<file path="config.mk">
export PLATFORM = sky130hd
export DESIGN_NAME = lsu
export DESIGN_NICKNAME = d
export VERILOG_FILES = /design/src/rtl/lsu.sv
export SDC_FILE = /design/constraint.sdc
export NUM_CORES = 1
export LEC_CHECK = 0
export BUFFER_PORTS_ARGS = -buffer_cell sky130_fd_sc_hd__buf_4
export CAP_MARGIN = 15
export CORE_ASPECT_RATIO = 1.5
export CORE_MARGIN = 3
export CORE_UTILIZATION = 32
export DETAILED_ROUTE_END_ITERATION = 10
export PLACE_DENSITY = 0.6
export SYNTH_ARGS = -nofsm -noshare
export SYNTH_HDL_FRONTEND = slang
export SYNTH_SLANG_ARGS = --single-unit
</file>
<file path="constraint.sdc">
create_clock -name clk -period 2.1 [get_ports clk]
set_input_delay 0.42 -clock clk [delete_from_list [all_inputs] [get_ports clk]]
set_output_delay 0.42 -clock clk [all_outputs]
set_load 0.02 [all_outputs]
</file>
<file path="src/rtl/lsu.sv">
// rtl/lsu.sv - single-outstanding load/store unit with a doubleword memory bus
module lsu #(
    parameter int REG_WIDTH = 64,
    parameter int ADDR_W    = 64
) (
    input  logic                 clk,
    input  logic                 rst_n,
    input  logic                 in_valid,
    output logic                 in_ready,
    input  logic                 mem_read,
    input  logic                 mem_write,
    input  logic [2:0]           funct3,
    input  logic [REG_WIDTH-1:0] alu_result,
    input  logic [REG_WIDTH-1:0] store_data,
    output logic                 out_valid,
    input  logic                 out_ready,
    output logic [REG_WIDTH-1:0] out_data,
    output logic                 out_misalign,
    output logic                 bus_req_valid,
    input  logic                 bus_req_ready,
    output logic                 bus_req_we,
    output logic [ADDR_W-1:0]    bus_req_addr,
    output logic [63:0]          bus_req_wdata,
    output logic [7:0]           bus_req_wmask,
    input  logic                 bus_rsp_valid,
    input  logic [63:0]          bus_rsp_rdata
);

    typedef enum logic [1:0] {
        IDLE = 2'd0,
        REQ  = 2'd1,
        WAIT = 2'd2,
        DONE = 2'd3
    } state_t;

    state_t                 r_state;
    state_t                 w_state_next;

    logic                   r_store;
    logic [2:0]             r_funct3;
    logic [1:0]             r_size;
    logic [ADDR_W-1:0]      r_addr;
    logic [REG_WIDTH-1:0]   r_sdata;
    logic                   r_misalign;
    logic [REG_WIDTH-1:0]   r_out_data;

    logic                   w_hs;
    logic                   w_is_load;
    logic                   w_is_store;
    logic                   w_is_mem;
    logic [1:0]             w_size_in;
    logic                   w_misalign_in;
    logic [ADDR_W-1:0]      w_addr_in;
    logic [2:0]             w_off;
    logic [63:0]            w_lane;
    logic [63:0]            w_load_ext;
    logic [63:0]            w_sdata64;
    logic [7:0]             w_mask_base;

    assign w_hs       = in_valid && (r_state == IDLE);
    // Both flags set is resolved as a load.
    assign w_is_load  = mem_read;
    assign w_is_store = mem_write && !mem_read;
    assign w_is_mem   = w_is_load || w_is_store;
    assign w_addr_in  = ADDR_W'(alu_result);

    // Access size as log2(bytes); stores with funct3=1xx are byte stores.
    always_comb begin
        w_size_in = funct3[1:0];
        if (w_is_store && funct3[2]) begin
            w_size_in = 2'd0;
        end
    end

    // Natural-alignment check on the incoming address.
    always_comb begin
        w_misalign_in = 1'b0;
        case (w_size_in)
            2'd1:    w_misalign_in = w_addr_in[0];
            2'd2:    w_misalign_in = (w_addr_in[1:0] != 2'b00);
            2'd3:    w_misalign_in = (w_addr_in[2:0] != 3'b000);
            default: w_misalign_in = 1'b0;
        endcase
        w_misalign_in = w_misalign_in && w_is_mem;
    end

    assign w_off     = r_addr[2:0];
    assign w_lane    = bus_rsp_rdata >> {w_off, 3'b000};
    assign w_sdata64 = 64'(r_sdata);

    // Load lane extraction: signed B/H/W, unsigned BU/HU/WU, full D.
    always_comb begin
        w_load_ext = w_lane;
        case (r_funct3)
            3'b000:  w_load_ext = {{56{w_lane[7]}},  w_lane[7:0]};
            3'b001:  w_load_ext = {{48{w_lane[15]}}, w_lane[15:0]};
            3'b010:  w_load_ext = {{32{w_lane[31]}}, w_lane[31:0]};
            3'b100:  w_load_ext = {56'd0, w_lane[7:0]};
            3'b101:  w_load_ext = {48'd0, w_lane[15:0]};
            3'b110:  w_load_ext = {32'd0, w_lane[31:0]};
            default: w_load_ext = w_lane;
        endcase
    end

    // Byte strobes before lane shifting, by access size.
    always_comb begin
        w_mask_base = 8'h01;
        case (r_size)
            2'd0:    w_mask_base = 8'h01;
            2'd1:    w_mask_base = 8'h03;
            2'd2:    w_mask_base = 8'h0F;
            default: w_mask_base = 8'hFF;
        endcase
    end

    // State register.
    always_ff @(posedge clk or negedge rst_n) begin
        if (!rst_n) begin
            r_state <= IDLE;
        end else begin
            r_state <= w_state_next;
        end
    end

    // Next-state logic.
    always_comb begin
        w_state_next = r_state;
        case (r_state)
            IDLE: begin
                if (in_valid) begin
                    w_state_next = (w_is_mem && !w_misalign_in) ? REQ : DONE;
                end
            end
            REQ: begin
                if (bus_req_ready) begin
                    w_state_next = WAIT;
                end
            end
            WAIT: begin
                if (bus_rsp_valid) begin
                    w_state_next = DONE;
                end
            end
            DONE: begin
                if (out_ready) begin
                    w_state_next = IDLE;
                end
            end
            default: w_state_next = IDLE;
        endcase
    end

    // Operation capture and result register.
    always_ff @(posedge clk or negedge rst_n) begin
        if (!rst_n) begin
            r_store    <= 1'b0;
            r_funct3   <= 3'd0;
            r_size     <= 2'd0;
            r_addr     <= '0;
            r_sdata    <= '0;
            r_misalign <= 1'b0;
            r_out_data <= '0;
        end else if (w_hs) begin
            r_store    <= w_is_store;
            r_funct3   <= funct3;
            r_size     <= w_size_in;
            r_addr     <= w_addr_in;
            r_sdata    <= store_data;
            r_misalign <= w_misalign_in;
            r_out_data <= w_is_mem ? '0 : alu_result;
        end else if ((r_state == WAIT) && bus_rsp_valid) begin
            r_out_data <= r_store ? '0 : REG_WIDTH'(w_load_ext);
        end
    end

    assign in_ready      = (r_state == IDLE);
    assign out_valid     = (r_state == DONE);
    assign out_data      = r_out_data;
    assign out_misalign  = (r_state == DONE) && r_misalign;
    assign bus_req_valid = (r_state == REQ);
    assign bus_req_we    = (r_state == REQ) && r_store;
    assign bus_req_addr  = {r_addr[ADDR_W-1:3], 3'b000};
    assign bus_req_wdata = w_sdata64 << {w_off, 3'b000};
    assign bus_req_wmask = ((r_state == REQ) && r_store) ? (w_mask_base << w_off) : 8'h00;

endmodule

</file>
==> results_dict.tcl, run 1 <==
set metrics [dict create \
    die_area_um2 39800 \
    netlist-cell-type-count 45 \
    fin_crit_ns 2.59 \
    io_pins 408 \
    slowest_delay_ns 0.51 \
    drt_iter0_markers 954 \
    crit_arrival_ns 2.17 \
    finish.utilization 0.530 \
    min_delay_worst_endpoint "r_sdata[5]" \
    num_vias 12700 \
    synth-edff-count 0 \
    crit_path_start "r_addr[0]" \
    n_fill_cell 3416 \
    yosysSeqAreaShare 0.421 \
    insertion_delay_ns 0.54 \
    first_pass_iters 5 \
    synthFlopType "dfrtp_1" \
    required_ns 1.68 \
    failed_checks "negative setup slack" \
    grt_pass1_wl_um 81900 \
    synth_area_um2 12000 \
    path_delay_family "buffers and inverters" \
    use_met3 0.0495 \
    wl_um 57500 \
    numCtsBuffers 22 \
    maxCapViolations 0 \
    clock-root-buffer "clkbuf_16" \
    crit_type "reg2out" \
    hold_depth 3 \
    via_per_inst 5.40 \
    skew_ns 0.0169 \
    hold_path_class "in2reg" \
    met1_usage 0.287 \
    slew-limit-headroom 0.355 \
    area_growth_pct 63.3 \
    cts_tree "yes" \
    cp_cell_sequence "buf_12 > buf_12 > buf_8 > mux2i_4 > nor2_2 > a21oi_2 > o21ai_2 > buf_6" \
    ys_seq_elements 201 \
    worst-slew-pin-transition_ns 0.968 \
    die_h_um 243 \
    rsz0062_at_grt "yes" \
    placementRows 86 \
    async_reset_ff_frac 1.00 \
    status "complete, but fails checks" \
    cellPowerDensity_nw_per_um2 1840 \
    grt_util_met2 0.501 \
    r2r_start "r_addr[0]" \
    min_from "store_data[5]" \
    antenna_found_initial 6 \
    ir_drop_v 0.00137 \
    place.gp.congestion 0.895 \
    tns_ns -48.93 \
    start_kind "flip-flop" \
    cp_common_cell "buf_12" \
    initial_utilization 0.325 \
    globalRouteOverflowTotal 0 \
    synth_area_per_cell_um2 8.43 \
    grt_pass1_vias 12900 \
    die_w_um 164 \
    io_buffer_count 404 \
    multiInputGateArea_um2 7650 \
    cts.sinks 201 \
    worstPathMaxFanout 8 \
    grt_usage 0.274 \
    final-seq-area_um2 5040 \
    remaining_drc_errors 0 \
    wl_per_cell_um 24.5 \
    crit_buf_inv 4 \
    h-tree-depth 1 \
    nets 2052 \
    setup_violations 135 \
    drive_gt1_frac 0.487 \
    dp_slack_ns -0.182 \
    drv_slew 0 \
    grt-busiest-layer "met2" \
    p_leak_nw 9.36 \
    crit_path_top_delay_cell "dfrtp_4" \
    finalCritPeriodShare 1.24 \
    end_kind "output pin" \
    r2r_end "out_data[47]" \
    path_clk_slew_ns 0.07 \
    ys_warn_count 0 \
    core_um2 36800 \
    reg2reg_slack_ns -0.46 \
    clock.fmax_mhz 385 \
    ant_nets 0 \
    layout_setup_ws_ns -0.495 \
    hold_viol 0 \
    clk_path_buf_depth 3 \
    synth_cells 1418 \
    r2r_cells 9 \
    grt_max_degree 98 \
    place.detailed.hpwl_um 41700 \
]
state kept, by name, indices dropped and copies added (netlist names):
| register | flops |
|---|---|
| r_addr | 64 |
| r_funct3 | 3 |
| r_state | 2 |
| out_data | 64 |
| r_misalign | 1 |
| r_store | 1 |
| r_sdata | 64 |
| r_size | 2 |
cells in the final DEF (no fill, tap or decap), types with 15 or more instances in the layout:
cell,count
dfrtp_1,197
buf_12,29
a22oi_1,38
a21oi_2,15
o21ai_2,19
a21oi_1,43
mux2_2,49
clkbuf_16,27
nand2_1,432
buf_4,467
nor2_2,22
o311ai_4,30
nor2_1,92
a32oi_1,17
buf_6,59
mux2i_1,24
what timing repair did:
action | 4_1_cts | 5_1_grt
setup buffers | 29 | 7
pin swaps | 36 | 24
gates cloned | 13 | 4
gates resized for setup | 247 | 121
hold endpoints to repair | 46 | 0
endpoints found under the setup margin | 130 | 137
hold buffers | 1 | 0
synthesized netlist by cell type, drive strengths merged (2+ instances only):
library cell	number	area, µm²
buf	99	664
nor2	125	469
a21oi	62	310
a32oi	18	158
inv	18	67.6
mux2i	50	500
nor3	8	40.0
clkbuf	78	293
o32ai	16	140
o21ai	44	220
nand3	15	75.1
a211oi	8	60.1
nor2b	7	43.8
dfrtp	201	5030
and3	10	62.6
a222oi	4	40.0
a21o	2	15.0
a2bb2oi	7	61.3
and2	6	37.5
mux2	63	709
a221oi	16	140
a32o	2	20.0
a22oi	43	323
o211ai	13	97.6
mux4	12	270
o311ai	32	280
nand2	441	1660
nand2b	3	18.8
ha	4	50.1
o221ai	2	17.5
worst max-delay path by stage:
stage	to	slack [ns]	depth (start not counted)
floorplan	bus_req_wdata[59]	-0.02	9
global placement	out_data[10]	-0.22	7
detailed placement	out_data[10]	-0.18	7
CTS	bus_req_wdata[49]	-0.49	6
global route	bus_req_wdata[37]	-0.56	6
finish	bus_req_wdata[55]	-0.49	8
routing by layer:
layer / routed length, µm / part of all wire
met2: 30600 / 0.53
met3: 3820 / 0.066
met5: 28 / 0.00049
met1: 19500 / 0.34
met4: 3670 / 0.064
area by class of cell:
class,count,area share
clock buffers,27,0.0313
diodes,4,0.000513
inverters,18,0.00417
clock inverters,11,0.0118
multi-input cells,1024,0.392
well taps,484,0.0310
repair buffers,578,0.271
flip-flops and latches,201,0.258
cells by family after synthesis:
group	Yosys count	synth area share
other	1	0.000314
DFF	201	0.421
buffers and inverters	195	0.0857
muxes	125	0.124
AOI/OAI and AO/OA	275	0.163
and+or+nand+nor	617	0.202
adders and majority gates	4	0.00419
report_power, final:
part,switching (mW),leakage (nW),internal [mW]
Clock,1.74,0.415,2.92
Sequential,1.68,2.54,5.60
Combinational,13.0,6.40,10.9
Total,16.4,9.36,19.4
tightest hold or removal path: cells and delay by family:
family,cells,cell delay (ns)
AND/OR/NAND/NOR,2,0.09
buffers and inverters,1,0.07
metrics by stage:
step,area [µm²],hold slack [ns],total power [mW],cells
floorplan,12500,0.124,18.8,1420
global route,19500,0.0859,37.5,2346
CTS,18700,0.0574,34.2,2338
global placement,16400,0.400,26.1,2257
finish,19500,0.0828,35.9,2347
detailed placement,16400,0.403,26.3,2257
Note: power is estimated with default switching activity, not from simulation.
==> run 2, diff against run 1 <==
--- a/config.mk
+++ b/config.mk
@@ -11,7 +11,7 @@
 export CORE_MARGIN = 3
 export CORE_UTILIZATION = 32
 export DETAILED_ROUTE_END_ITERATION = 10
-export PLACE_DENSITY = 0.6
+export PLACE_DENSITY = 0.58
 export SYNTH_ARGS = -nofsm -noshare
 export SYNTH_HDL_FRONTEND = slang
 export SYNTH_SLANG_ARGS = --single-unit
==> constraint.sdc (replaced) <==
create_clock -name clk -period 3.4 [get_ports clk]
set_input_delay 0.68 -clock clk [delete_from_list [all_inputs] [get_ports clk]]
set_output_delay 0.68 -clock clk [all_outputs]
set_load 0.02 [all_outputs]
==> run 2 against run 1 <==
  * The flow now finishes without violations
  * Combinational power decreased by 57%
  * Cell count decreased by 5.7%
  * Core utilization fell by 10 points
  * First-iteration DRC count down 17%
  * Worst setup slack improved by 0.59 ns
  * Via count decreased by 7.4%
  * Sequential power fell by 39%
  * Largest cell class unchanged
  * Largest power group unchanged
  * Highest routed layer unchanged
==> results_dict.tcl, run 2 (synthesis results as in run 1) <==
set metrics [dict create \
    wl_per_cell_um 23.5 \
    clk_path_buf_depth 3 \
    multiInputGateArea_um2 5960 \
    clock.fmax_mhz 303 \
    worst-slew-pin-transition_ns 0.769 \
    num_vias 11700 \
    h-tree-depth 1 \
    layout_setup_ws_ns 0.0994 \
    die_h_um 243 \
    r2r_start "r_addr[0]" \
    cp_num_cells 5 \
    place.detailed.hpwl_um 39300 \
    maxCapViolations 0 \
    insertion_delay_ns 0.53 \
    hold_buffers 0 \
    area_growth_pct 32.4 \
    io_buffer_count 404 \
    nets 1915 \
    layout_common_cells "nand2_1 (439), buf_4 (434), dfrtp_1 (198)" \
    cts_tree "yes" \
    final-seq-area_um2 5040 \
    grt_pass1_wl_um 74800 \
    rsz0062_at_grt "no" \
    clock-root-buffer "clkbuf_16" \
    via_per_inst 5.31 \
    tns_ns 0 \
    globalRouteOverflowTotal 0 \
    grt_max_degree 156 \
    slowest_delay_ns 0.63 \
    cp_cell_sequence "buf_16 > mux2_2 > o21ai_0 > mux2i_1 > buf_4" \
    die_area_um2 39800 \
    die_w_um 164 \
    crit_type "reg2out" \
    io_pins 408 \
    hold_viol 0 \
    place.gp.congestion 0.919 \
    placementRows 86 \
    required_ns 2.72 \
    end_kind "output pin" \
    ir_drop_v 0.000703 \
    first_pass_iters 5 \
    drive_gt1_frac 0.330 \
    crit_arrival_ns 2.62 \
    cellPowerDensity_nw_per_um2 1080 \
    fin_crit_ns 3.30 \
    slew-limit-headroom 0.487 \
    dp.cells 2166 \
    hold_path_class "in2async" \
    crit_buf_inv 2 \
    crit_path_start "r_addr[0]" \
    r2r_end "out_data[4]" \
    p_leak_nw 7.92 \
    start_kind "flip-flop" \
    finalCritPeriodShare 0.971 \
    worstPathMaxFanout 38 \
    cts_setup_buffers 0 \
    setup_violations 0 \
    final_common_cell "nand2_1" \
    drt_iter0_markers 796 \
    crit_path_top_delay_cell "dfrtp_4" \
    remaining_drc_errors 0 \
    cts.sinks 201 \
    ant_nets 0 \
    drv_slew 0 \
    antenna_found_initial 7 \
    n_fill_cell 3749 \
    initial_utilization 0.325 \
    grt_usage 0.249 \
    path_clk_slew_ns 0.06 \
    dp_slack_ns 0.0505 \
    path_delay_family "flip-flops" \
    core_um2 36800 \
    reg2reg_slack_ns 0.39 \
    grt_pass1_vias 11700 \
    finalNonFillerCells 2213 \
    status "finished, final reports clean" \
    wl_um 52000 \
    skew_ns 0.0141 \
    numCtsBuffers 22 \
    r2r_cells 6 \
]
## run 2: cell type report
| cell class | instances | share of cell area |
|---|---|---|
| Antenna cell | 5 | 0.000791 |
| Clock buffer | 32 | 0.0417 |
| Clock inverter | 8 | 0.00459 |
| Inverter | 18 | 0.00435 |
| Multi-Input combinational cell | 1024 | 0.377 |
| Sequential cell | 201 | 0.318 |
| Tap cell | 484 | 0.0383 |
| Timing Repair Buffer | 441 | 0.215 |
## run 2: repair_timing
| action | in CTS | in global routing |
|---|---|---|
| gates cloned | 0 | 1 |
| hold endpoints to repair | 0 | 0 |
| resized for setup | 2 | 4 |
| endpoints found under the setup margin | 5 | 6 |
## run 2: worst max-delay path by stage
stage | to | slack (ns)
4_1_cts | bus_req_wdata[61] | 0.007
3_5_place_dp | out_data[45] | 0.05
5_1_grt | bus_req_wdata[32] | 0.01
6_report | bus_req_wdata[57] | 0.1
3_3_place_gp | out_data[47] | 0.10
2_1_floorplan | bus_req_wmask[5] | 0.37
## run 2: through the flow
| stage | utilization | cell area [µm²] | hold WS [ns] | power [mW] |
|---|---|---|---|---|
| detailed placement | 0.408 | 15000 | 0.463 | 14.6 |
| finish | 0.430 | 15800 | 0.185 | 17.2 |
| global placement | 0.408 | 15000 | 0.460 | 14.5 |
| global route | 0.430 | 15800 | 0.225 | 18.2 |
| CTS | 0.428 | 15700 | 0.218 | 17.2 |
| floorplan | - | 12000 | 0.384 | 10.8 |
## run 2: report_power, final
part,internal [mW],switching (mW)
logic,4.03,6.24
clock network,1.43,1.06
registers,3.46,0.950
## run 2: per-layer routing
| metal | vias up | wire, µm | GRT usage |
|---|---|---|---|
| li1 | 5422 | - | - |
| met1 | 5677 | 18600 | 0.275 |
| met2 | 513 | 26600 | 0.442 |
| met3 | 123 | 3490 | 0.0480 |
| met4 | 6 | 3270 | 0.141 |
| met5 | - | 49 | 0 |
==> run 3, diff against run 2 <==
--- a/config.mk
+++ b/config.mk
@@ -12,6 +12,7 @@
 export CORE_UTILIZATION = 32
 export DETAILED_ROUTE_END_ITERATION = 10
 export PLACE_DENSITY = 0.58
+export SETUP_SLACK_MARGIN = 0.15
 export SYNTH_ARGS = -nofsm -noshare
 export SYNTH_HDL_FRONTEND = slang
 export SYNTH_SLANG_ARGS = --single-unit
==> run 3 against run 2 <==
  * Via count is 0.42% higher
  * Non-clock buffer count is 1 higher
  * Sequential power is 0.9% lower
  * First-iteration DRC count is 0.50% lower
  * Combinational power hardly changed
  * Sequential share of layout area is 0.060 points lower
==> results_dict.tcl, run 3 (synthesis results as in run 1) <==
set metrics [dict create \
    power.share.sequential 0.254 \
    hold_viol 0 \
    die_h_um 243 \
    globalRouteOverflowTotal 0 \
    tns_ns 0 \
    ant_nets 0 \
    antenna_found_initial 7 \
    first_pass_iters 5 \
    numCtsBuffers 22 \
    ir_drop_v 0.000701 \
    crit_type "reg2out" \
    cellPowerDensity_nw_per_um2 1090 \
    p_sw_mw 8.27 \
    die_area_um2 39800 \
    r2r_cells 6 \
    die_w_um 164 \
    placementRows 86 \
    remaining_drc_errors 0 \
    p_leak_nw 7.93 \
    io_buffer_count 404 \
    io_pins 408 \
    slew-limit-headroom 0.487 \
    reg2reg_slack_ns 0.47 \
    dp_slack_ns 0.0505 \
    hold_ws_ns 0.185 \
    via_per_inst 5.33 \
    insertion_delay_ns 0.53 \
    h-tree-depth 1 \
    maxCapViolations 0 \
    r2r_end "out_data[4]" \
    swShare 0.480 \
    final_common_cell "nand2_1" \
    area_growth_pct 32.6 \
    clk_path_buf_depth 3 \
    nets 1916 \
    drive_gt1_frac 0.331 \
    crit_arrival_ns 2.50 \
    worst-slew-pin-transition_ns 0.770 \
    crit_path_start "r_addr[1]" \
    rsz0062_at_grt "no" \
    place.gp.congestion 0.919 \
    grt_max_degree 156 \
    setup_violations 0 \
    power.share.combinational 0.601 \
    num_vias 11800 \
    grt_usage 0.251 \
    layout_common_cells "nand2_1 (439), buf_4 (435), dfrtp_1 (198)" \
    place.detailed.hpwl_um 39300 \
    clock_power_share 0.145 \
    grt_pass1_vias 11700 \
    clock-root-buffer "clkbuf_16" \
    cts_tree "yes" \
    end_kind "output pin" \
    skew_ns 0.0187 \
    clock.fmax_mhz 315 \
    p_total_mw 17.2 \
    wl_per_cell_um 23.5 \
    initial_utilization 0.325 \
    drv_slew 0 \
    status "finished, final reports clean" \
    power.internal_mw 8.95 \
    finalCritPeriodShare 0.934 \
    drt_iter0_markers 792 \
    fin_crit_ns 3.18 \
    cts.sinks 201 \
    worstPathMaxFanout 46 \
    n_fill_cell 3747 \
    core_um2 36800 \
    start_kind "flip-flop" \
    wl_um 52000 \
    dp.cells 2166 \
    path_clk_slew_ns 0.06 \
    layout_setup_ws_ns 0.224 \
    finalNonFillerCells 2214 \
    r2r_start "r_addr[0]" \
    grt_pass1_wl_um 75200 \
    hold_path_class "in2async" \
    required_ns 2.72 \
]
run 3: stage by stage:
| step | area [µm²] | util |
|---|---|---|
| 3_3_place_gp | 15000 | 0.408 |
| 2_1_floorplan | 12000 | - |
| 3_5_place_dp | 15000 | 0.408 |
| 4_1_cts | 15800 | 0.429 |
| 6_report | 15900 | 0.431 |
| 5_1_grt | 15900 | 0.431 |
run 3: cell type report:
type	count	area (µm²)	area share
clock buffers	32	659	0.0416
inverters	18	70.1	0.00442
repair buffers	442	3420	0.216
multi-input cells	1024	5970	0.377
flip-flops and latches	201	5040	0.318
diodes	5	12.5	0.000789
clock inverters	8	72.6	0.00458
well taps	484	606	0.0382
run 3: timing repair:
action                                  CTS  global route
buffers inserted                          0             1
hold endpoints to repair                  0             0
endpoints found under the setup margin   36             5
gates cloned                              1             0
pin swaps                                 0             0
gates resized for setup                   6             4
hold buffers                              0             0
run 3: metal layers:
| layer | global-route usage | vias to the layer above | wire [µm] |
|---|---|---|---|
| li1 | - | 5428 | - |
| met1 | 0.277 | 5721 | 18300 |
| met2 | 0.444 | 519 | 26800 |
| met3 | 0.0476 | 116 | 3630 |
| met4 | 0.141 | 6 | 3180 |
| met5 | 0 | - | 56 |
run 3: worst max path at each step:
stage / end / slack (ns) / cells after the start
global placement: out_data[47] / 0.10 / 6
floorplan: bus_req_wmask[5] / 0.37 / 5
CTS: bus_req_wdata[53] / 0.16 / 6
global route: bus_req_wdata[53] / 0.16 / 6
finish: bus_req_wdata[53] / 0.22 / 6
detailed placement: out_data[45] / 0.05 / 6
run 3: power by group through the flow:
stage	logic, mW	clock network [mW]	registers, mW
finish	10.4	2.49	4.37
global route	11.1	2.64	4.49
CTS	10.3	2.56	4.40
detailed placement	10.2	0	4.42
global placement	10.1	0	4.40
floorplan	6.44	0	4.33
run 3: critical path, stage by stage (launching register included):
cell and delay [ns]:
dfrtp_4 0.63, buf_4 0.33, a211oi_1 0.31, buf_4 0.20, a21oi_1 0.05, mux2_2 0.28, buf_4 0.16
